<file path="config.mk">
export PLATFORM = sky130hd
export DESIGN_NAME = dp_tu_sched
export DESIGN_NICKNAME = d
export VERILOG_FILES = /design/src/rtl/dp_tu_sched.sv
export SDC_FILE = /design/constraint.sdc
export NUM_CORES = 1
export LEC_CHECK = 0
export BUFFER_PORTS_ARGS = -buffer_cell sky130_fd_sc_hd__clkbuf_2
export CAP_MARGIN = 20
export CORE_MARGIN = 2
export CORE_UTILIZATION = 60
export DETAILED_ROUTE_END_ITERATION = 16
export GPL_TIMING_DRIVEN = 0
export PLACE_DENSITY = 0.81
export REMOVE_ABC_BUFFERS = 1
export SLEW_MARGIN = 20
export SYNTH_ARGS = -nofsm -noshare
export SYNTH_HDL_FRONTEND = slang
export SYNTH_SLANG_ARGS = --single-unit
</file>
<file path="constraint.sdc">
create_clock -name i_clk -period 5.7 [get_ports i_clk]
set_input_delay 0.57 -clock i_clk [delete_from_list [all_inputs] [get_ports i_clk]]
set_output_delay 0.57 -clock i_clk [all_outputs]
set_load 0.01 [all_outputs]
</file>
<file path="src/rtl/dp_tu_sched.sv">
// dp_tu_sched: transfer-unit symbol scheduler for a DisplayPort-style main link.
// Walks the line/frame raster and emits one registered BE/DATA/FS/FILL/FE/BS command per cycle.
module dp_tu_sched #(
    parameter int TUWORDS = 16
) (
    input  logic        i_clk,
    input  logic        i_reset,
    input  logic        i_en,
    input  logic [15:0] i_htotal,
    input  logic [15:0] i_hwords,
    input  logic [15:0] i_vtotal,
    input  logic [15:0] i_vactive,
    input  logic [5:0]  i_tudata,
    input  logic        i_empty,
    output logic [2:0]  o_cmd,
    output logic        o_consume,
    output logic        o_restart,
    output logic        o_underrun,
    output logic        o_overrun
);
    localparam logic [2:0] C_IDLE = 3'd0, C_BS = 3'd1, C_BE = 3'd2, C_DATA = 3'd3;
    localparam logic [2:0] C_FS = 3'd4, C_FE = 3'd5, C_FILL = 3'd6;
    localparam logic [5:0] TU_LAST = 6'(TUWORDS - 1);

    typedef enum logic [2:0] {OFF, LINE_START, TU_DATA, TU_FS, TU_FILL, TU_FE, LINE_BS, LINE_IDLE} state_t;

    state_t      r_state, w_state_n, w_tu_st;
    logic [15:0] r_hcnt, r_vcnt, r_rem, w_hcnt_n, w_vcnt_n, w_rem_n, w_remn;
    logic [5:0]  r_tucnt, w_tucnt_n, w_tun, w_td;
    logic [15:0] r_htotal, r_hwords, r_vtotal, r_vactive;
    logic [5:0]  r_tudata;
    logic        w_nofill, w_active, w_last_h, w_last_f, w_in_tu, w_force, w_load, w_restart;
    logic [2:0]  w_cmd;

    always_comb begin
        w_last_h  = r_hcnt == r_htotal - 16'd1;
        w_last_f  = w_last_h && (r_vcnt == r_vtotal - 16'd1);
        w_active  = r_vcnt < r_vactive;
        w_in_tu   = r_state inside {TU_DATA, TU_FS, TU_FILL, TU_FE};
        // In a TU state words always remain, so the line end here means the data did not fit
        w_force   = w_in_tu && w_last_h;
        w_td      = (r_tudata == 6'd0) ? 6'd1 : (r_tudata == TU_LAST) ? TU_LAST - 6'd1 : r_tudata;
        w_nofill  = {1'b0, r_tudata} >= 7'(TUWORDS);
        w_tun     = (r_tucnt == TU_LAST) ? 6'd0 : r_tucnt + 6'd1;
        w_tu_st   = (w_nofill || w_tun < w_td) ? TU_DATA : (w_tun == w_td) ? TU_FS :
                    (w_tun == TU_LAST) ? TU_FE : TU_FILL;
        w_remn    = (r_state == TU_DATA) ? r_rem - 16'd1 : r_rem;
        w_cmd     = !i_en ? C_IDLE : w_force ? C_BS :
                    (r_state == LINE_START) ? (w_active ? C_BE : C_BS) :
                    (r_state == TU_DATA) ? C_DATA : (r_state == TU_FS) ? C_FS :
                    (r_state == TU_FILL) ? C_FILL : (r_state == TU_FE) ? C_FE :
                    (r_state == LINE_BS) ? C_BS : C_IDLE;
        w_state_n = r_state;
        w_hcnt_n  = r_hcnt;
        w_vcnt_n  = r_vcnt;
        w_tucnt_n = r_tucnt;
        w_rem_n   = r_rem;
        w_load    = 1'b0;
        w_restart = 1'b0;
        case (r_state)
            OFF: begin
                w_state_n = LINE_START;
                w_load    = 1'b1;
                w_restart = 1'b1;
            end
            LINE_START: begin
                w_state_n = !w_active ? LINE_IDLE : (r_hwords == 16'd0) ? LINE_BS : TU_DATA;
                w_tucnt_n = 6'd0;
                w_rem_n   = w_active ? r_hwords : 16'd0;
            end
            LINE_BS, LINE_IDLE: w_state_n = LINE_IDLE;
            default: begin
                w_state_n = (w_remn == 16'd0) ? LINE_BS : w_tu_st;
                w_tucnt_n = w_tun;
                w_rem_n   = w_remn;
            end
        endcase
        if (r_state != OFF) begin
            w_hcnt_n = r_hcnt + 16'd1;
            if (w_last_h) begin
                w_hcnt_n  = 16'd0;
                w_vcnt_n  = w_last_f ? 16'd0 : r_vcnt + 16'd1;
                w_state_n = LINE_START;
                w_rem_n   = 16'd0;
                w_load    = w_last_f;
                w_restart = w_last_f;
            end
        end
        if (!i_en) begin
            w_state_n = OFF;
            w_hcnt_n  = 16'd0;
            w_vcnt_n  = 16'd0;
            w_tucnt_n = 6'd0;
            w_rem_n   = 16'd0;
            w_load    = 1'b0;
            w_restart = 1'b0;
        end
    end

    always_ff @(posedge i_clk or posedge i_reset) begin
        if (i_reset) begin
            r_state    <= OFF;
            r_hcnt     <= 16'd0;
            r_vcnt     <= 16'd0;
            r_rem      <= 16'd0;
            r_tucnt    <= 6'd0;
            r_htotal   <= 16'd0;
            r_hwords   <= 16'd0;
            r_vtotal   <= 16'd0;
            r_vactive  <= 16'd0;
            r_tudata   <= 6'd0;
            o_cmd      <= C_IDLE;
            o_consume  <= 1'b0;
            o_restart  <= 1'b0;
            o_underrun <= 1'b0;
            o_overrun  <= 1'b0;
        end else begin
            r_state    <= w_state_n;
            r_hcnt     <= w_hcnt_n;
            r_vcnt     <= w_vcnt_n;
            r_rem      <= w_rem_n;
            r_tucnt    <= w_tucnt_n;
            o_cmd      <= w_cmd;
            o_consume  <= (w_cmd == C_DATA) && !i_empty;
            o_restart  <= w_restart;
            o_underrun <= o_underrun | ((w_cmd == C_DATA) && i_empty);
            o_overrun  <= o_overrun | (w_force && i_en);
            if (w_load) begin
                r_htotal  <= i_htotal;
                r_hwords  <= i_hwords;
                r_vtotal  <= i_vtotal;
                r_vactive <= i_vactive;
                r_tudata  <= i_tudata;
            end
        end
    end
endmodule

</file>
== Word-level counts from Yosys, hierarchy flattened ==
Cells that the tools add are included.
Storage, ports and cells
  flip-flop bits (word level): 134
  bits in latches: 0
  memory bits (writable): 0
  bits in read-only memories: 0
  bits of input ports: 74
  output and inout port bits: 7
  logic and storage cells: 100
  memories kept: 0
Operators by class
  add/subtract/negate cells: 6
  multiply operators: 0
  divide/modulo/power cells: 0
  $lt $le $gt $ge: 3
  equal/unequal tests: 17
  shifts and indexed selects: 0
  multiplexer cells: 41
  bitwise operators: 2
  reductions and logical operators: 16
Operators with widths (count)
  2-to-1 mux 16 bit: 12
  subtractor 16 x 1 -> 16 bit, second input constant: 3
  2-to-1 mux 3 bit: 15
  adder 16 x 1 -> 16 bit, second input constant: 2
  equality test 16 bit: 2
  logical NOT 16 bit: 2
  one-hot mux 16 bit (2 select lines): 1
  2-to-1 mux 6 bit: 4
  equality test 6 x 4 -> 1 bit, second input constant: 3
  less-than comparator 16 bit: 1
  equality test 3 bit, second input constant: 4
  one-hot mux 6 bit (2 select lines): 1
  equality test 3 x 2 -> 1 bit, second input constant: 3
  one-hot mux 3 bit (3 select lines): 1
  adder 6 x 1 -> 6 bit, second input constant: 1
  equality test 6 bit: 1
  >= comparator 6 x 5 -> 1 bit, second input constant: 1
  logical NOT 6 bit: 1
  less-than comparator 6 bit: 1
  2-to-1 mux 1 bit: 6
  logical AND 1 bit: 5
  inequality test 2 x 1 -> 1 bit, second input constant: 2
  nonzero test 4 bit: 1
  equality test 3 x 1 -> 1 bit, second input constant: 1
  10 further kinds: 11

== Logic depth before layout (Yosys ltp) ==
Gate-level depths: netlist of run 1.
  depth after elaboration: 12
  gate-level depth with buffers: 13
  gate-level depth less buffers: 13

== Worst setup path after synthesis of run 1 ==
No wires, ideal clock.
  kind: register to register
  start point: reg r_htotal[0]
  end point: reg r_htotal[0]
  library setup time: 0.125 ns
  arrival time: 3.486 ns
  data required time: 5.575 ns
  slack: 2.089 ns
  stages on the path, launching flop included: 13
  buffers on the path: 2
  period minus slack after synthesis: 3.611 ns
  path through: dfrtp_1 inv_1 ha_1 or3b_2 or4_1 a2111oi_1 nand4_1 nor4_2 and4b_1 o21a_1 buf_2 buf_4 mux2_2
On the way
  longest elaborated chain between the ends: 6
Ends and longest elaborated chain
  start: declaration: line 30  | logic [15:0] r_htotal, r_hwords, r_vtotal, r_vactive;
  start signal: assignment: line 129  | r_htotal <= i_htotal;
  subtractor 16 x 1 -> 16 bit (*): line 36  | w_last_h = r_hcnt == r_htotal - 16'd1;
  equality test 16 bit (*): line 36
  logical AND 1 bit: line 37  | w_last_f = w_last_h && (r_vcnt == r_vtotal - 16'd1);
  2-to-1 mux 1 bit (*): line 80  | if (w_last_h) begin
  2-to-1 mux 1 bit (*): line 78  | if (r_state != OFF) begin
  2-to-1 mux 1 bit (*): line 89  | if (!i_en) begin
Mark *: on every way between the ends. The rest lies on a longest branch, timed or not.
A chain may end at the register's enable or synchronous reset.

== Worst setup path after layout of run 1 ==
  start point: reg r_htotal[0]
  end point: reg r_vactive[3]
On the way
  longest elaborated chain between the ends: 6
Ends and longest elaborated chain
  subtractor 16 x 1 -> 16 bit (*): line 36
  equality test 16 bit (*): line 36
  logical AND 1 bit: line 37
  2-to-1 mux 1 bit (*): line 80
  2-to-1 mux 1 bit (*): line 78
  2-to-1 mux 1 bit (*): line 89
  end signal: assignment: line 132  | r_vactive <= i_vactive;
  end: declaration: line 30
Marked as above.

==> results.md, run 1 <==
- Vias in the first global route: 6,406
- CTS max path bufs: 2
- Final Net Count: 1,017
- TritonCTS clock tree: yes
- CP Max Fanout: 55
- Post-DR wirelength/cell: roughly 17 µm
- TritonCTS Sinks: 134
- Gr usage total: 0.268
- Worst Skew: 0.00995 ns
- Layout cells sized above 1: 0.230
- Antenna diode count: 0
- Layout area overhead: 14.3%
- Worst skew pair latency: 0.42 ns
- Period Utilization, post-route: 0.774
- TritonCTS buffer count: 17
- Global placement routability congestion: a little under 0.9
- Max VDD drop: 0.275 mV
- DRC: 0
- Starting DRT DRC Count: 709
- DP Area: 8630 µm²
- Critical Path RT: 6.00 ns
- Kind of critical path: register to register
- Detailed Place HPWL: between 10,000 and 15,000 µm
- Yosys Warn Count: 0
- Primary FF master, synth: dfrtp_1
- CP cell instances: inv_1 > ha_1 > or3b_2 > or4_1 > a2111oi_1 > nand4_1 > nor4_2 > and4b_1 > o21a_4 > buf_16 > mux2_2
- Yosys reg bits: 134
- Syn Std Cell Area: 8110 µm²
- Synth top area cells: dfrtp_1 (41%), mux2_2 (10%), ha_1 (4.3%)
- Post-route cell area: 9260 µm²
- Ports: 81
- Worst-Margin Slew: roughly 0.96 ns
- Syn_area_per_cell: 9.55 µm²
- Post-layout min period: 4.41 ns
- First-pass iteration count of the detailed router: 5
- Max stage delay cell, worst path: or3b_2
- Worst hold-check path type: input port to asynchronous set/reset pin
- Final Util: 0.700
- FP Rows: 42
- Unrepaired setup endpoints after global routing: false
- Synth cell count leaders: dfrtp_1 (134), mux2_2 (72), nand2_1 (64)
- Core Region: 13,200 µm²
- DIE HEIGHT: around 120 µm
- CTS resizes: 0
- Via density: 6.16
- Yosys top cell area share: 0.414
- Final Setup Violations: 0
- Antenna violations before repair: 0
- Number of flops mapped to enable cells by yosys: 0
- Die Width: 120 µm
- GRT Residual Overflow: 0
- Startpoint types: register
- Buffers on Ports: 80
- DRT antenna net count: 0
- Post-CTS Hold Buffers: 0
- Arr. time, crit path: 4.71 ns
- Die ar.: 14,500 µm²
- Post-synth top area cell: dfrtp_1
- Max Slew Vio Count: 0
- Pwr/cell area: just over 500 nW/µm²
- Final hold violations: 0
- Worst rel slew slack: 0.354
- Seq/Total Area, Yosys: 0.414
- Post-synth ARST share: 1.00
- Maximum clock frequency: 227 MHz
- CP bufs+invs: 2
- Count of cell types in the netlist: 66
- Initial Utilization: 0.612
- Leakage power: 3.96 nW
- Cell family with most CP delay: simple AND/OR/NAND/NOR gates
- Root Buffer: clkbuf_16
- Clk pin slew, worst setup/hold paths: 0.06 ns
- Number of max-cap violations: 0
- Pin count of the biggest net entering global routing: 83
- Total wire length: about 18,000 µm
- CTS H-Tree Depth: 4
- Status: complete, no violations
- Worst path max stage delay: roughly 0.52 ns
- Count leader, synth: dfrtp_1
- Post-CTS Setup Bufs: 0
- Routed vias: 6,806
- First-pass GRT wire length: 31,100 µm
- CP endpoint kind: register
- Post-Syn Instances: 849
==> through the flow <==
stage               hold WS, ns  instances  power, mW  TNS [ns]  setup slack, ns
floorplan                 0.481        813       3.12         0            0.789
global placement          0.492       1069       3.54    -21.21           -0.307
detailed placement        0.497       1071       3.60         0             1.12
CTS                       0.164       1103       4.76         0             1.09
global route              0.190       1104       5.12         0             1.08
finish                    0.155       1104       4.76         0             1.29
==> kinds of logic (layout without fill, tap and decap cells) <==
family	after synthesis	count (layout)	share of synthesized area
and+or+nand+nor	326	326	0.217
DFF	134	134	0.414
adders and majority gates	28	28	0.0432
buffers and inverters	79	158	0.0410
muxes	76	76	0.105
xor gates and xnor gates	42	42	0.0454
AOI/OAI and AO/OA	164	164	0.135
==> final timing paths <==
kind,to,slack (ns),cells past startpoint,startpoint
setup / recovery,r_vactive[3]$_DFFE_PP0P_,1.29,11,r_htotal[0]$_DFFE_PP0P_
hold / removal,r_vtotal[2]$_DFFE_PP0P_,0.16,2,i_reset
setup reg to reg,r_vactive[3]$_DFFE_PP0P_,1.29,11,r_htotal[0]$_DFFE_PP0P_
hold reg to reg,r_vactive[4]$_DFFE_PP0P_,0.51,1,r_vactive[4]$_DFFE_PP0P_
max in group asynchronous,r_rem[13]$_DFF_PP0_,4.83,3,i_reset
min in group i_clk,o_consume$_DFF_PP0_,0.38,2,i_empty
==> area by class of cell <==
cell class,count,area [µm²]
Timing Repair Buffer,83,467
Clock inverter,12,151
Multi-Input combinational cell,636,4440
Fill cell,1031,3980
Sequential cell,134,3350
Tap cell,176,220
Clock buffer,20,467
Inverter,43,169
==> layout by cell type (no fill, tap or decap), types with 28 or more instances in the layout <==
cell,count
a21oi_1,39
o21ai_0,35
dfrtp_1,134
nand3_1,37
nor3_1,39
inv_1,42
xnor2_1,29
mux2_2,72
nor2_1,51
clkbuf_2,80
nand2_1,64
ha_1,28
==> routing by layer <==
layer  global-route usage  up-vias  wire, µm
met2                0.423      227      8540
met1                0.381     3260      8510
li1                     -     3297         -
met5                    0        -         0
met4               0.0807        0       233
met3               0.0458       22      1080
==> registers in the layout, indices dropped and copies added (netlist names), 3 cells and up <==
register and count:
r_vactive 16, r_hcnt 16, o_cmd 3, r_rem 16, r_tucnt 6, r_htotal 16
r_tudata 6, r_vtotal 16, r_hwords 16, r_state 3, r_vcnt 16
==> where the power goes <==
| part | internal [mW] | switching, mW | leakage [nW] | total, mW |
|---|---|---|---|---|
| combinational | 0.900 | 0.990 | 1.97 | 1.89 |
| clock | 0.721 | 0.414 | 0.302 | 1.13 |
| sequential | 1.31 | 0.426 | 1.69 | 1.73 |
Note: power is estimated with default switching activity, not from simulation.
==> run 2, diff against run 1 <==
Settings changed: CORE_UTILIZATION 60 to 54, PLACE_DENSITY 0.81 to 0.77.
Clock period 5.7 ns to 3.7 ns, I/O delays scaled along.
==> run 2 against run 1 <==
Effect of this change:
- critical path depth down 1
- via count up 3.4%
- fmax up 22%
- worst hold slack better by 0.016 ns
- global-route usage down 0.85 points
- non-clock buffer count up 18
- sequential share of layout area down 0.99 points
- setup slack worse by 1.2 ns
- die area up 11%
- core utilization down 4.7 points
==> results.md, run 2 (synthesis results as in run 1) <==
- Comb pwr share: 0.435 (+0.038)
- Die ar.: 16,000 µm² (+11%)
- TritonCTS Sinks: 134 (unchanged)
- Max Slew Vio Count: 0 (unchanged)
- DRT antenna net count: 0 (unchanged)
- Worst R2R Start: r_htotal[0]$_DFFE_PP0P_
- Pint: 4.54 mW (+55%)
- Worst skew pair latency: 0.43 ns (about the same)
- Switch share: 0.395 (+0.0109)
- Worst Setup SP: r_htotal[0]$_DFFE_PP0P_
- Arr. time, crit path: 3.91 ns (-0.80 ns)
- Commonest non-fill, non-tap cell in the layout: dfrtp_1
- TritonCTS buffer count: 17 (unchanged)
- Ports: 81 (unchanged)
- Final Setup Violations: 0 (unchanged)
- Worst-Margin Slew: 1.17 ns (+0.207 ns)
- Max VDD drop: 0.459 mV (+67%)
- Root Buffer: clkbuf_16
- First-pass iteration count of the detailed router: 6 (+1)
- Antenna diode count: 0 (unchanged)
- Reg area: 3350 µm² (unchanged)
- Final hold violations: 0 (unchanged)
- Global placement routability congestion: 0.887 (+2.5%)
- Setup ws final: 0.0926 ns (-1.20 ns)
- DIE HEIGHT: 127 µm (+5.2%)
- First-pass GRT wire length: 33,400 µm (+7.5%)
- Kind of critical path: register to register
- Antenna violations before repair: 0 (unchanged)
- CP Max Fanout: 13 (-76%)
- Core Region: 14,600 µm² (+10%)
- Unrepaired setup endpoints after global routing: true
- Setup TNS: 0 ns (unchanged)
- Initial Utilization: 0.556 (-0.0565)
- Detailed Place HPWL: 12,800 µm (+1.7%)
- Clock share of power: 0.207 (-0.031)
- CP endpoint kind: register
- Total wire length: 20,100 µm (+9.7%)
- Pin count of the biggest net entering global routing: 98 (+18%)
- Worst rel slew slack: 0.214 (-0.139)
- Sw Pwr: 2.97 mW (+62%)
- Post-DR wirelength/cell: 17.8 µm (+7.3%)
- Worst hold-check path type: input port to register
- CTS H-Tree Depth: 4 (unchanged)
- Startpoint types: register
- Most frequent cells in the layout: dfrtp_1 (134), clkbuf_2 (80), mux2_2 (72)
- DRC: 0 (unchanged)
- Final Net Count: 1,037 (+2.0%)
- Area of the multi-input gates: 4550 µm² (+2.5%)
- Worst Skew: 0.00976 ns (-0.000183 ns)
- Hold Startpoint: i_vactive[2]
- Layout cells sized above 1: 0.250 (+0.0202)
- Clk pin slew, worst setup/hold paths: 0.06 ns (about the same)
- GRT Residual Overflow: 0 (unchanged)
- Buffers on Ports: 80 (unchanged)
- Pwr/cell area: 789 nW/µm² (+54%)
- Maximum clock frequency: 277 MHz (+22%)
- Number of max-cap violations: 0 (unchanged)
- FP Rows: 44 (+4.8%)
- Gr usage total: 0.259 (-0.00850)
- Starting DRT DRC Count: 631 (-11%)
- Via density: 6.23 (+1.1%)
- Critical Path RT: 4.01 ns (-1.99 ns)
- Final Util: 0.653 (-0.0466)
- Period Utilization, post-route: 0.975 (+0.201)
- Status: complete, no violations
- TritonCTS clock tree: yes
- # fillers: 1,156 (+12%)
- Post-layout min period: 3.61 ns (-0.802 ns)
- Routed vias: 7,038 (+3.4%)
- CTS max path bufs: 2 (unchanged)
- DP Worst Slack: -0.934 ns (-2.05 ns)
- Leakage power: 4.07 nW (+2.7%)
- Layout area overhead: 17.5%
- Seq pwr share: 0.359 (-0.005)
- Die Width: 127 µm (+5.2%)
- Dpl cells: 1,079 (+0.75%)
- Vias in the first global route: 6,877 (+7.4%)
- Non-filler cells, final: 1,129 (+2.3%)
[run 2: cell types whose count changed in the layout (fill, tap and decap cells not counted), moves of 3 or more]
cell      before  now
nor4_1        20   17
clkbuf_1       0    4
buf_4          0   12
clkinv_4       3    0
[run 2: what timing repair did]
| action | 4_1_cts | 5_1_grt |
|---|---|---|
| resized for setup | 19 | 5 |
| buffers inserted | 13 | 2 |
| cloned | 5 | 0 |
| hold buffers | 1 | 0 |
| pin swaps | 6 | 4 |
| endpoints found under the hold margin | 37 | 0 |
| endpoints found under the setup margin | 122 | 77 |
[run 2: worst max-delay path: stages (launching register included)]
cell	delay (ns)
dfrtp_1	0.37
buf_4	0.16
nor4_2	0.59
nand4_1	0.20
xnor2_1	0.52
nand4_1	0.25
nor4_4	0.26
and4b_2	0.31
o21a_4	0.18
bufbuf_16	0.32
mux2_2	0.34
[run 2: final cells by class]
class,instances,share of cell area
multi-input combinational,638,0.477
sequential,134,0.352
timing repair buffer,101,0.0729
clock buffer,24,0.0506
tap,184,0.0242
inverter,43,0.0177
clock inverter,5,0.00525
[run 2: power by group through the flow]
stage / Combinational [mW] / Sequential, mW / Clock, mW
finish: 3.26 / 2.69 / 1.55
global placement: 2.81 / 2.67 / 0
CTS: 3.23 / 2.67 / 1.57
detailed placement: 2.90 / 2.68 / 0
global route: 3.60 / 2.79 / 1.64
floorplan: 2.32 / 2.49 / 0
[run 2: worst paths after layout]
| path | depth (start not counted) | slack [ns] | endpoint |
|---|---|---|---|
| min in group asynchronous | 3 | 0.47 | r_vactive[4]$_DFFE_PP0P_ |
| max in group asynchronous | 4 | 2.48 | r_hwords[11]$_DFFE_PP0P_ |
| max reg2reg | 10 | 0.09 | r_htotal[13]$_DFFE_PP0P_ |
| min reg2reg | 1 | 0.50 | r_vactive[8]$_DFFE_PP0P_ |
| max | 10 | 0.09 | r_htotal[13]$_DFFE_PP0P_ |
| min | 2 | 0.17 | r_vactive[2]$_DFFE_PP0P_ |
[run 2: per-layer routing]
metal / part of all wire / vias to the layer above / GRT usage
met5: 0 / - / 0
met4: 0.029 / 0 / 0.105
met3: 0.072 / 51 / 0.0612
met2: 0.47 / 262 / 0.410
met1: 0.43 / 3395 / 0.345
li1: - / 3330 / -
[run 2: through the flow]
step / hold slack, ns / power (mW) / area, µm²
2_1_floorplan: 0.443 / 4.80 / 7940
3_3_place_gp: 0.491 / 5.49 / 8570
3_5_place_dp: 0.366 / 5.58 / 8640
4_1_cts: 0.163 / 7.48 / 9490
5_1_grt: 0.164 / 8.03 / 9530
6_report: 0.171 / 7.51 / 9530
==> run 3, diff against run 2 <==
Settings changed: GPL_TIMING_DRIVEN 0 to default.
==> run 3 against run 2 <==
Effect of this change:
- global-route usage down 1.1 points
- sequential share of layout area down 0.24 points
- register-to-register slack better by 0.03 ns
- critical endpoint is now r_vcnt[8]$_DFFE_PP0P_
- largest power group unchanged
==> results.md, run 3 (synthesis results as in run 1) <==
- Status: complete, no violations
- Gr usage total: 0.248 (-0.0109)
- CP most frequent cell: a311o_1
- Setup ws final: 0.123 ns (+0.0308 ns)
- Final Setup Violations: 0 (unchanged)
- DP Worst Slack: -0.123 ns (+0.811 ns)
- Worst R2R Start: r_vtotal[7]$_DFFE_PP0P_
- Root Buffer: clkbuf_16
- Antenna diode count: 0 (unchanged)
- CTS max path bufs: 2 (unchanged)
- CTS H-Tree Depth: 4 (unchanged)
- Global placement routability congestion: 0.878 (-0.97%)
- Number of max-cap violations: 0 (unchanged)
- First-pass iteration count of the detailed router: 7 (+1)
- Cell family with most CP delay: simple AND/OR/NAND/NOR gates
- Pwr/cell area: 808 nW/µm² (+2.4%)
- Die Width: 127 µm (unchanged)
- Max VDD drop: 0.397 mV (-14%)
- Pin count of the biggest net entering global routing: 85 (-13%)
- Dpl cells: 1,105 (+2.4%)
- Startpoint types: register
- Setup TNS: 0 ns (unchanged)
- Worst hold-check path type: input port to asynchronous set/reset pin
- Kind of critical path: register to register
- Worst-Margin Slew: 0.890 ns (-0.279 ns)
- Commonest non-fill, non-tap cell in the layout: dfrtp_1
- Reg-to-Reg End: r_vcnt[8]$_DFFE_PP0P_
- R2r setup slk: 0.12 ns (+0.03 ns)
- DIE HEIGHT: 127 µm (unchanged)
- CP endpoint kind: register
- Leakage power: 4.14 nW (+1.8%)
- First-pass GRT wire length: 32,600 µm (-2.6%)
- Worst path max stage delay: 0.58 ns (about the same)
- Starting DRT DRC Count: 619 (-1.9%)
- CP bufs+invs: 1 (-1)
- Clk pin slew, worst setup/hold paths: 0.06 ns (about the same)
- Ports: 81 (unchanged)
- Worst rel slew slack: 0.404 (+0.190)
- DRC: 0 (unchanged)
- Final hold violations: 0 (unchanged)
- GRT Residual Overflow: 0 (unchanged)
- Non-filler cells, final: 1,142 (+1.2%)
- TritonCTS clock tree: yes
- Max stage delay cell, worst path: or4_4
- # fillers: 1,151 (-0.43%)
- Final Net Count: 1,047 (+0.96%)
- TritonCTS buffer count: 17 (unchanged)
- Critical Path RT: 4.01 ns (about the same)
- FP Rows: 44 (unchanged)
- Post-DR wirelength/cell: 17.5 µm (-2.2%)
- Layout area overhead: 18.3%
- Worst Skew: 0.00870 ns (-0.00106 ns)
- Max Slew Vio Count: 0 (unchanged)
- Layout cells sized above 1: 0.257 (+0.00705)
- Post-layout min period: 3.58 ns (-0.0308 ns)
- Most frequent cells in the layout: dfrtp_1 (134), clkbuf_2 (80), mux2_2 (72)
- R2R cell count: 9 (-1)
- Antenna violations before repair: 0 (unchanged)
- Routed vias: 7,038 (unchanged)
- CP Max Fanout: 12 (-1)
- CP cell instances: or4_4 > nor4_4 > nand3b_1 > a311o_1 > or4b_1 > and4bb_1 > buf_4 > nor3_1 > a311o_1
- DRT antenna net count: 0 (unchanged)
- Buffers on Ports: 80 (unchanged)
- Arr. time, crit path: 3.88 ns (-0.03 ns)
- Detailed Place HPWL: 13,500 µm (+5.2%)
- DP Area: 8840 µm² (+2.3%)
- Via density: 6.16 (-1.1%)
- Post-route cell area: 9590 µm² (+0.70%)
- Final Util: 0.657 (+0.00454)
- Maximum clock frequency: 280 MHz (+0.86%)
- Initial Utilization: 0.556 (unchanged)
- Worst skew pair latency: 0.43 ns (about the same)
- Die ar.: 16,000 µm² (unchanged)
- Hold slack: 0.0847 ns (-0.0861 ns)
- Pwr Total: 7.75 mW (+3.1%)
- Vias in the first global route: 6,708 (-2.5%)
- Period Utilization, post-route: 0.967 (-0.00831)
- Core Region: 14,600 µm² (unchanged)
- TritonCTS Sinks: 134 (unchanged)
- Total wire length: 19,900 µm (-1.0%)
-- run 3: cell types whose count changed in the layout (fill, tap and decap cells not counted), sizes merged, moves of 2 or more --
cell / change
buf: +12
bufinv: +3
clkbuf: -3
clkinv: +2
clkinvlp: +2
-- run 3: area by class of cell --
| type | instances | area [µm²] | share of cell area |
|---|---|---|---|
| Clock buffer | 19 | 453 | 0.0472 |
| Inverter | 43 | 166 | 0.0173 |
| Sequential cell | 134 | 3350 | 0.350 |
| Clock inverter | 13 | 178 | 0.0185 |
| Timing Repair Buffer | 113 | 737 | 0.0768 |
| Multi-Input combinational cell | 636 | 4470 | 0.466 |
| Tap cell | 184 | 230 | 0.0240 |
-- run 3: report_power, final --
group / internal (mW) / switching (mW) / total [mW]
sequential: 2.02 / 0.632 / 2.65
combinational: 1.58 / 1.71 / 3.29
clock: 1.16 / 0.654 / 1.81
total: 4.76 / 2.99 / 7.75
-- run 3: what timing repair did --
item	4_1_cts	5_1_grt
gates cloned	0	3
setup endpoints to repair	80	88
hold endpoints to repair	0	0
resized for setup	2	6
buffers inserted	0	2
hold buffers	0	0
-- run 3: worst max-delay path by stage --
stage / start / endpoint / slack [ns] / depth (start not counted)
after floorplan: r_htotal[0]$_DFFE_PP0P_ / r_htotal[0]$_DFFE_PP0P_ / -1.21 / 10
after global placement: r_htotal[1]$_DFFE_PP0P_ / r_vactive[7]$_DFFE_PP0P_ / -0.09 / 11
after detailed placement: r_htotal[1]$_DFFE_PP0P_ / r_vactive[9]$_DFFE_PP0P_ / -0.12 / 11
after CTS: r_htotal[1]$_DFFE_PP0P_ / r_vactive[9]$_DFFE_PP0P_ / 0.02 / 11
after global routing: r_vtotal[7]$_DFFE_PP0P_ / r_vcnt[8]$_DFFE_PP0P_ / -0.006 / 9
final: r_vtotal[7]$_DFFE_PP0P_ / r_vcnt[8]$_DFFE_PP0P_ / 0.12 / 9
-- run 3: metal layers --
metal | routed length (µm) | vias up | share of wire | track usage
met5 | 0 | - | 0 | 0
met4 | 322 | 0 | 0.016 | 0.0808
met3 | 1090 | 35 | 0.055 | 0.0548
met2 | 9290 | 231 | 0.47 | 0.383
met1 | 9240 | 3426 | 0.46 | 0.349
li1 | - | 3346 | - | -
